$ cat src/rtl/centroid_update_8cen.sv
// Eight-entry centroid store: moves the winning centroid toward its observation by diff >>> LR_SHIFT.
// Optional macro UPDATE_MIN_STEP_EN forces a step of +/-1 when a nonzero diff would round to a zero step.
module centroid_update_8cen #(
    parameter int unsigned LR_SHIFT   = 4,
    parameter logic [15:0] RESET_STEP = 16'h2000
) (
    input  logic        clk,
    input  logic        rst_n,
    input  logic        in_valid,
    output logic        in_ready,
    input  logic [15:0] obs,
    input  logic [2:0]  arg,
    input  logic        init_we,
    input  logic [2:0]  init_addr,
    input  logic [15:0] init_data,
    output logic        upd_done,
    output logic        busy,
    output logic [15:0] a_000,
    output logic [15:0] a_001,
    output logic [15:0] a_010,
    output logic [15:0] a_011,
    output logic [15:0] a_100,
    output logic [15:0] a_101,
    output logic [15:0] a_110,
    output logic [15:0] a_111
);

    localparam int unsigned DW = 16;
    localparam int unsigned NC = 8;

    typedef enum logic [1:0] {
        IDLE  = 2'd0,
        CALC  = 2'd1,
        WRITE = 2'd2
    } state_e;

    state_e          state_q;
    logic [DW-1:0]   cen_q [NC];
    logic [DW-1:0]   obs_q;
    logic [DW-1:0]   nxt_q;
    logic [2:0]      arg_q;
    logic            upd_done_q;

    logic [DW-1:0]        cen_sel_c;
    logic signed [DW:0]   diff_c;
    logic signed [DW:0]   step_c;
    logic [DW-1:0]        nxt_c;

    // Step toward the observation; the result always lies between c and obs, so it never wraps.
    always_comb begin
        cen_sel_c = cen_q[arg_q];
        diff_c    = $signed({1'b0, obs_q}) - $signed({1'b0, cen_sel_c});
        step_c    = diff_c >>> LR_SHIFT;
`ifdef UPDATE_MIN_STEP_EN
        if ((diff_c != '0) && (step_c == '0)) begin
            step_c = diff_c[DW] ? '1 : (DW+1)'(1);
        end
`endif
        nxt_c     = DW'({1'b0, cen_sel_c} + $unsigned(step_c));
    end

    always_ff @(posedge clk or negedge rst_n) begin
        if (!rst_n) begin
            state_q    <= IDLE;
            obs_q      <= '0;
            arg_q      <= '0;
            nxt_q      <= '0;
            upd_done_q <= 1'b0;
            for (int k = 0; k < NC; k++) begin
                cen_q[k] <= DW'(k * RESET_STEP);
            end
        end else begin
            upd_done_q <= 1'b0;
            case (state_q)
                IDLE: begin
                    // Init writes take priority and block acceptance in the same cycle.
                    if (init_we) begin
                        cen_q[init_addr] <= init_data;
                    end else if (in_valid) begin
                        obs_q   <= obs;
                        arg_q   <= arg;
                        state_q <= CALC;
                    end
                end
                CALC: begin
                    nxt_q   <= nxt_c;
                    state_q <= WRITE;
                end
                WRITE: begin
                    cen_q[arg_q] <= nxt_q;
                    upd_done_q   <= 1'b1;
                    state_q      <= IDLE;
                end
                default: state_q <= IDLE;
            endcase
        end
    end

    assign in_ready = (state_q == IDLE) && !init_we;
    assign busy     = (state_q != IDLE);
    assign upd_done = upd_done_q;

    assign a_000 = cen_q[0];
    assign a_001 = cen_q[1];
    assign a_010 = cen_q[2];
    assign a_011 = cen_q[3];
    assign a_100 = cen_q[4];
    assign a_101 = cen_q[5];
    assign a_110 = cen_q[6];
    assign a_111 = cen_q[7];

endmodule

$ cat config.mk
export PLATFORM = sky130hd
export DESIGN_NAME = centroid_update_8cen
export DESIGN_NICKNAME = d
export VERILOG_FILES = /design/src/rtl/centroid_update_8cen.sv
export SDC_FILE = /design/constraint.sdc
export NUM_CORES = 1
export LEC_CHECK = 0
export CORE_ASPECT_RATIO = 0.7
export CORE_MARGIN = 2
export CORE_UTILIZATION = 52
export DETAILED_ROUTE_END_ITERATION = 10
export PLACE_DENSITY = 0.75
export SLEW_MARGIN = 10
export SYNTH_ARGS = -nofsm -noshare
export SYNTH_HDL_FRONTEND = slang
export SYNTH_SLANG_ARGS = --single-unit
$ cat constraint.sdc
create_clock -name clk -period 5.87 [get_ports clk]
set_input_delay 1.4675 -clock clk [delete_from_list [all_inputs] [get_ports clk]]
set_output_delay 1.4675 -clock clk [all_outputs]
set_load 0.05 [all_outputs]
==> flow_metrics.py <==
metrics = {
    "outcome": {
        "status": "finished clean",
    },
    "clock_network": {
        "cts_num_sinks": 166,
        "cts.reportedPaths.clkPinSlew_ns": 0.07,
        "numCtsBuffers": 17,
        "cts.path.max_buffers": 2,
        "ctsHtreeMaxLevel": 4,
        "clock_latency_ns": 0.46,
        "cts_root_buffer": "clkbuf_16",
        "cts_tree": "built",
    },
    "setup_path": {
        "crit_type": "flip-flop to flip-flop",
        "worst-endpoint-arrival_ns": 5.72,
        "cp_max_fo": 15,
        "worst_ep_required_time_ns": 6.21,
        "startpoint_type": "flip-flop",
        "regToRegSetupSlack_ns": 0.49,
        "end_kind": "flip-flop",
    },
    "global_route": {
        "track_usage": 0.360,
        "grt_overflow": 0,
        "first_global_vias": 8513,
        "grt_pass1_wl_mm": 51.1,
        "antenna_found_initial": 1,
        "grt_max_degree": 90,
    },
    "finish": {
        "n_fill_cell": 1408,
        "drive_above_1_share": 0.108,
        "post-route-util": 0.667,
        "nets": 1119,
        "area_growth_pct": 26.6,
        "diodes": 0,
        "final_common_cell": "clkdlybuf4s50_1",
        "multi_input_area_mm2": 0.00487,
        "final_cell_mix": "clkdlybuf4s50_1, dfrtp_1, o21a_1",
        "seqCellArea_mm2": 0.00417,
    },
    "job": {
        "maxCapViolations": 0,
    },
    "sta": {
        "relSlewSlack": 0.278,
        "drv_slew": 0,
        "clock-skew-final_ns": 0.0183,
        "rsz0062_at_grt": "false",
        "setup_viol": 0,
        "tns_ns": 0,
        "fmax_mhz": 186,
        "finalCritPeriodShare": 0.917,
        "hold_viol": 0,
        "whs_ns": 0.492,
        "period_needed_ns": 5.38,
        "tightest_slew_ns": 1.08,
    },
    "routing": {
        "wire_per_inst_um": 26.5,
        "ant_nets": 0,
        "firstDrtPassIters": 6,
        "wl_met3_mm": 5.08,
        "highest_layer": "met5",
        "drt_iter0_markers": 1350,
        "drt-met1-wl_mm": 14.7,
        "wl_mm": 34.3,
        "dr_wl_met2_mm": 13.8,
        "vias_per_cell": 6.94,
        "route.detailed.drc": 0,
        "dr_total_vias": 8979,
    },
    "pwr": {
        "pwr-share-seq": 0.252,
        "comb_power_share": 0.611,
        "max-vdd-ir-drop_uv": 391,
        "p_per_area_mw_per_mm2": 716,
        "p_leak_nw": 4.64,
        "p_int_mw": 4.24,
        "power.net_switching_mw": 4.30,
        "clkPwrFrac": 0.137,
        "switching_share": 0.503,
    },
    "die": {
        "dieWidth_um": 165,
        "start_util": 0.527,
        "die_y_um": 117,
        "die_area_mm2": 0.0192,
        "core.rowCount": 41,
        "io_pins": 173,
        "coreArea_mm2": 0.0179,
    },
    "place": {
        "port_buffers": 172,
        "gp_congestion": 0.989,
        "dpl.hpwl_mm": 24.3,
    },
    "synth": {
        "synth_edf_count": 0,
        "ys_ff_latch": 166,
        "syn_area_per_cell_um2": 10.4,
        "ys_types": 61,
        "synth_warnings": 0,
        "async_reset_ff_frac": 1.00,
        "yosys_most_used_dff": "dfrtp_1",
        "netlist_area_mm2": 0.00943,
        "syn_inst": 908,
        "seq_area_frac_synth": 0.442,
        "syn_nets": 983,
    },
    "worst_hold_path": {
        "hold_path_class": "flip-flop to flip-flop",
    },
}
## power groups by stage
stage	registers [mW]	clock network [mW]	logic [mW]
floorplan	3.20	0	2.45
global placement	2.15	0	5.08
detailed placement	2.13	0	5.13
CTS	2.12	1.17	5.17
global route	2.18	1.22	5.61
finish	2.15	1.17	5.22
## layout make-up
cell class                      instances  share of cell area
Tap cell                              236              0.0247
Clock buffer                           17              0.0357
Sequential cell                       166               0.349
Clock inverter                         15              0.0149
Timing Repair Buffer                  194               0.158
Multi-Input combinational cell        637               0.408
Inverter                               28             0.00881
## state kept, by name, indices dropped and copies added, names as in the netlist
name,flops
a_110,16
a_000,16
a_011,16
obs_q,16
a_111,16
nxt_q,16
a_101,16
upd_done,1
a_001,16
arg_q,3
a_100,16
a_010,16
state_q,2
## worst max-delay path, stage by stage, from the launching register on
cell	delay (ns)
dfrtp_1	0.58
nor2b_1	0.39
nor2b_1	0.18
buf_4	0.23
a22oi_1	0.13
and4_1	0.27
ha_1	0.21
nor4_1	0.35
nand4_2	0.22
and3_1	0.26
nor2_1	0.17
xnor2_1	0.17
inv_1	0.09
fa_1	0.44
nor2b_1	0.12
o21ai_0	0.10
a21oi_1	0.24
o21ai_0	0.17
a211oi_1	0.42
o311a_1	0.27
nor3_1	0.05
o31ai_1	0.20
## synth_stat cells (7+ instances only)
master,count,share of area
dfrtp_1,154,0.41
o21a_1,131,0.10
o221ai_1,128,0.12
clkbuf_1,62,0.025
a22oi_1,61,0.049
nand2_1,61,0.024
ha_1,32,0.042
inv_1,27,0.011
mux2_2,23,0.027
a21oi_1,19,0.010
nor2_1,19,0.0076
o21ai_0,16,0.0085
xnor2_1,15,0.014
and4_1,14,0.013
a21o_1,12,0.0096
buf_2,12,0.0064
dfstp_2,12,0.033
nor2b_1,10,0.0066
nand3_1,9,0.0048
nor3_1,8,0.0042
xor2_1,7,0.0065
## layer usage
metal | global-route usage | vias up
met3 | 0.140 | 61
met1 | 0.535 | 4404
met5 | 0.0177 | -
li1 | - | 3853
met2 | 0.491 | 657
met4 | 0.0835 | 4
## final timing paths
path	startpoint	endpoint	cells after the start
max	arg_q[2]	nxt_q[14]	21
min	nxt_q[3]	nxt_q[3]	2
max reg2reg	arg_q[2]	nxt_q[14]	21
min reg2reg	nxt_q[3]	nxt_q[3]	2
max in group asynchronous	rst_n	a_011[14]	2
min in group asynchronous	rst_n	a_011[0]	1
## stage by stage
stage	std cells	total power [mW]	instance area, um2	setup slack, ns
detailed placement	1261	7.26	11300	0.555
floorplan	908	5.65	9430	1.01
CTS	1293	8.46	11900	0.512
global placement	1261	7.23	11300	0.860
global route	1293	9.01	11900	0.101
finish	1293	8.54	11900	0.486
## kinds of logic (layout without fill, tap and decap cells)
| group | count (synthesis) | after routing | share of synthesized area |
|---|---|---|---|
| AOI/OAI and AO/OA | 395 | 395 | 0.326 |
| DFF | 166 | 166 | 0.442 |
| and+or+nand+nor | 158 | 158 | 0.0877 |
| buffers and inverters | 105 | 254 | 0.0442 |
| adders and majority gates | 33 | 33 | 0.0446 |
| muxes | 29 | 29 | 0.0352 |
| xor gates and xnor gates | 22 | 22 | 0.0204 |
## what timing repair did
item / CTS / global route
resized for setup: 0 / 1
buffers inserted: 0 / 0
hold buffers: 0 / 0
setup endpoints to repair: 0 / 1
No activity file was read; power rests on OpenSTA's default activity.
==> patch, RTL diff (same flow settings) <==
The 3 states of `state_e` get a one-hot encoding in 3 bits.
--- a/src/rtl/centroid_update_8cen.sv
+++ b/src/rtl/centroid_update_8cen.sv
@@ -30,6 +30,6 @@
 
-    typedef enum logic [1:0] {
-        IDLE  = 2'd0,
-        CALC  = 2'd1,
-        WRITE = 2'd2
+    typedef enum logic [2:0] {
+        IDLE  = 3'b001,
+        CALC  = 3'b010,
+        WRITE = 3'b100
     } state_e;
Formal check against the unedited RTL: same outputs for any inputs over 4 cycles, from zero or initial values and one cycle with rst_n low; so few cycles prove little.
==> patch against the unedited design <==
Wire length decreased by 4.6%; critical endpoint is now nxt_q[15]$_DFFE_PN0P_; combinational power decreased by 37%; power decreased by 28%; sequential cell count increased by 1; first-iteration DRC count decreased by 12%; final area increased by 0.44%; setup slack got worse by 0.039 ns; critical path depth decreased by 2; cell count increased by 8.7%; area after synthesis increased by 0.24%; sequential power decreased by 19%.
==> patch: results <==
export IMPL_drt_pass1_iter_count=5
export IMPL_numCtsBuffers=17
export IMPL_whs_ns=0.475
export IMPL_synth_xor_area_frac=0.0213
export IMPL_gp_congestion=0.964
export IMPL_clockBufferDepth=2
export IMPL_dpl_cell_area_um2=11400
export IMPL_cpPeakStageDelay_ns=0.57
export IMPL_ys_types=64
export IMPL_gr_usage_all_layers=0.346
export IMPL_cts_root_buf="clkbuf_16"
export IMPL_cp_arrival_ns=5.74
export IMPL_path_clk_slew_ns=0.07
export IMPL_irDropWorstVdd_v=0.000297
export IMPL_hold_path_class="reg2reg"
export IMPL_status="finished clean"
export IMPL_cts_setup_buffers=0
export IMPL_ys_seq_area_frac=0.444
export IMPL_muxShareOfSynthArea=0.0314
export IMPL_cts_htree_levels=4
export IMPL_clock_skew_ns=0.0133
export IMPL_synth_ff_type="dfrtp_1"
export IMPL_worst_slew_pin_slew_ns=1.21
export IMPL_initialDrtViolationCount=1193
export IMPL_synthArstFlopShare=1.00
export IMPL_grt_max_degree=77
export IMPL_port_buffers=172
export IMPL_yosys_warnings=0
export IMPL_syn_num_nets=1108
export IMPL_grt_pass1_wl_um=50000
export IMPL_yosys_top_cells_count="185 x a22oi_1, 154 x dfrtp_1, 110 x nand2_1"
export IMPL_nets=1232
export IMPL_synth_compound_area_frac=0.266
export IMPL_fill_cells=1465
export IMPL_p_leak_nw=4.98
export IMPL_r2r_slack_ns=0.45
export IMPL_antenna_found_initial=0
export IMPL_drc=0
export IMPL_via_per_inst=6.39
export IMPL_synthAdderAreaFrac=0.0445
export IMPL_hpwl_um=23900
export IMPL_grt_pass1_vias=8466
export IMPL_worstPathMaxFanout=17
export IMPL_critPathSlowestCell="a2111oi_0"
export IMPL_wl_um=32700
export IMPL_netlist_top_cells_area="dfrtp_1 41%, a22oi_1 15%, nand2_1 4.4%, ha_1 4.2%, a21oi_1 4.2%"
export IMPL_diodes=0
export IMPL_clk_latency_ns=0.43
export IMPL_drive_above_1_share=0.105
## patch: changes by cell type in the layout (fill, tap and decap cells not counted), sizes merged, moves of 7 or more
cell,delta
o21a,-129
o221ai,-127
a22oi,+123
nor2,+68
a21oi,+60
nand2,+50
o21ai,+46
and3,+18
buf,+9
nor3,+7
## patch: cells by family after synthesis
family,Yosys count
AOI/OAI and AO/OA,377
and+or+nand+nor,282
DFF,167
buffers and inverters,125
adders and majority gates,33
muxes,26
xor gates and xnor gates,23
## patch: final timing paths
| kind | start | to | cells after the start |
|---|---|---|---|
| min in group asynchronous | rst_n | a_011[3]$_DFFE_PN0P_ | 1 |
| worst max-delay path | arg_q[2]$_DFFE_PN0P_ | nxt_q[15]$_DFFE_PN0P_ | 19 |
| worst max register to register | arg_q[2]$_DFFE_PN0P_ | nxt_q[15]$_DFFE_PN0P_ | 19 |
| max in group asynchronous | rst_n | a_111[11]$_DFFE_PN0P_ | 2 |
| worst min-delay path | nxt_q[4]$_DFFE_PN0P_ | nxt_q[4]$_DFFE_PN0P_ | 2 |
| worst min register to register | nxt_q[4]$_DFFE_PN0P_ | nxt_q[4]$_DFFE_PN0P_ | 2 |
## patch: layout make-up
class	count	share of cell area
well taps	236	0.0246
clock inverters	14	0.0118
inverters	27	0.00846
repair buffers	203	0.169
flip-flops and latches	167	0.350
multi-input cells	741	0.401
clock buffers	18	0.0358
## patch: metal layers
layer  GRT usage  vias to the layer above  routed length, um
met5           0                        -                  0
met4       0.117                        0                813
met3      0.0666                       66               3160
met2       0.528                      539              14500
met1       0.499                     4366              14200
li1            -                     4020                  -
## patch: what timing repair did
item                       in CTS  in global routing
hold endpoints to repair        0                  0
hold buffers                    0                  0
setup endpoints to repair       0                  2
resized for setup               0                  1
## patch: power by group
part	internal (W)	total (W)	switching, W
Clock	0.000599	0.00111	0.000515
Sequential	0.00145	0.00175	0.000307
Combinational	0.00125	0.00328	0.00203
## patch: through the flow
step                setup WS, ns   util  power [W]  cells
global placement           0.486  0.636    0.00496   1372
floorplan                   1.13      -    0.00397   1033
global route          -0.0000933  0.669    0.00651   1406
finish                     0.447  0.669    0.00615   1406
detailed placement         0.495  0.636    0.00499   1372
CTS                        0.456  0.668    0.00611   1404
## patch: critical path, delay by kind of cell, from the launching register on
kind	cells	cell delay (ns)
multiplexers	1	0.26
adder cells (fa/ha/maj)	2	0.68
AO/OA/AOI/OAI	6	1.59
AND/OR/NAND/NOR	7	1.78
flip-flops	1	0.50
XOR/XNOR	2	0.26
buffers and inverters	1	0.23
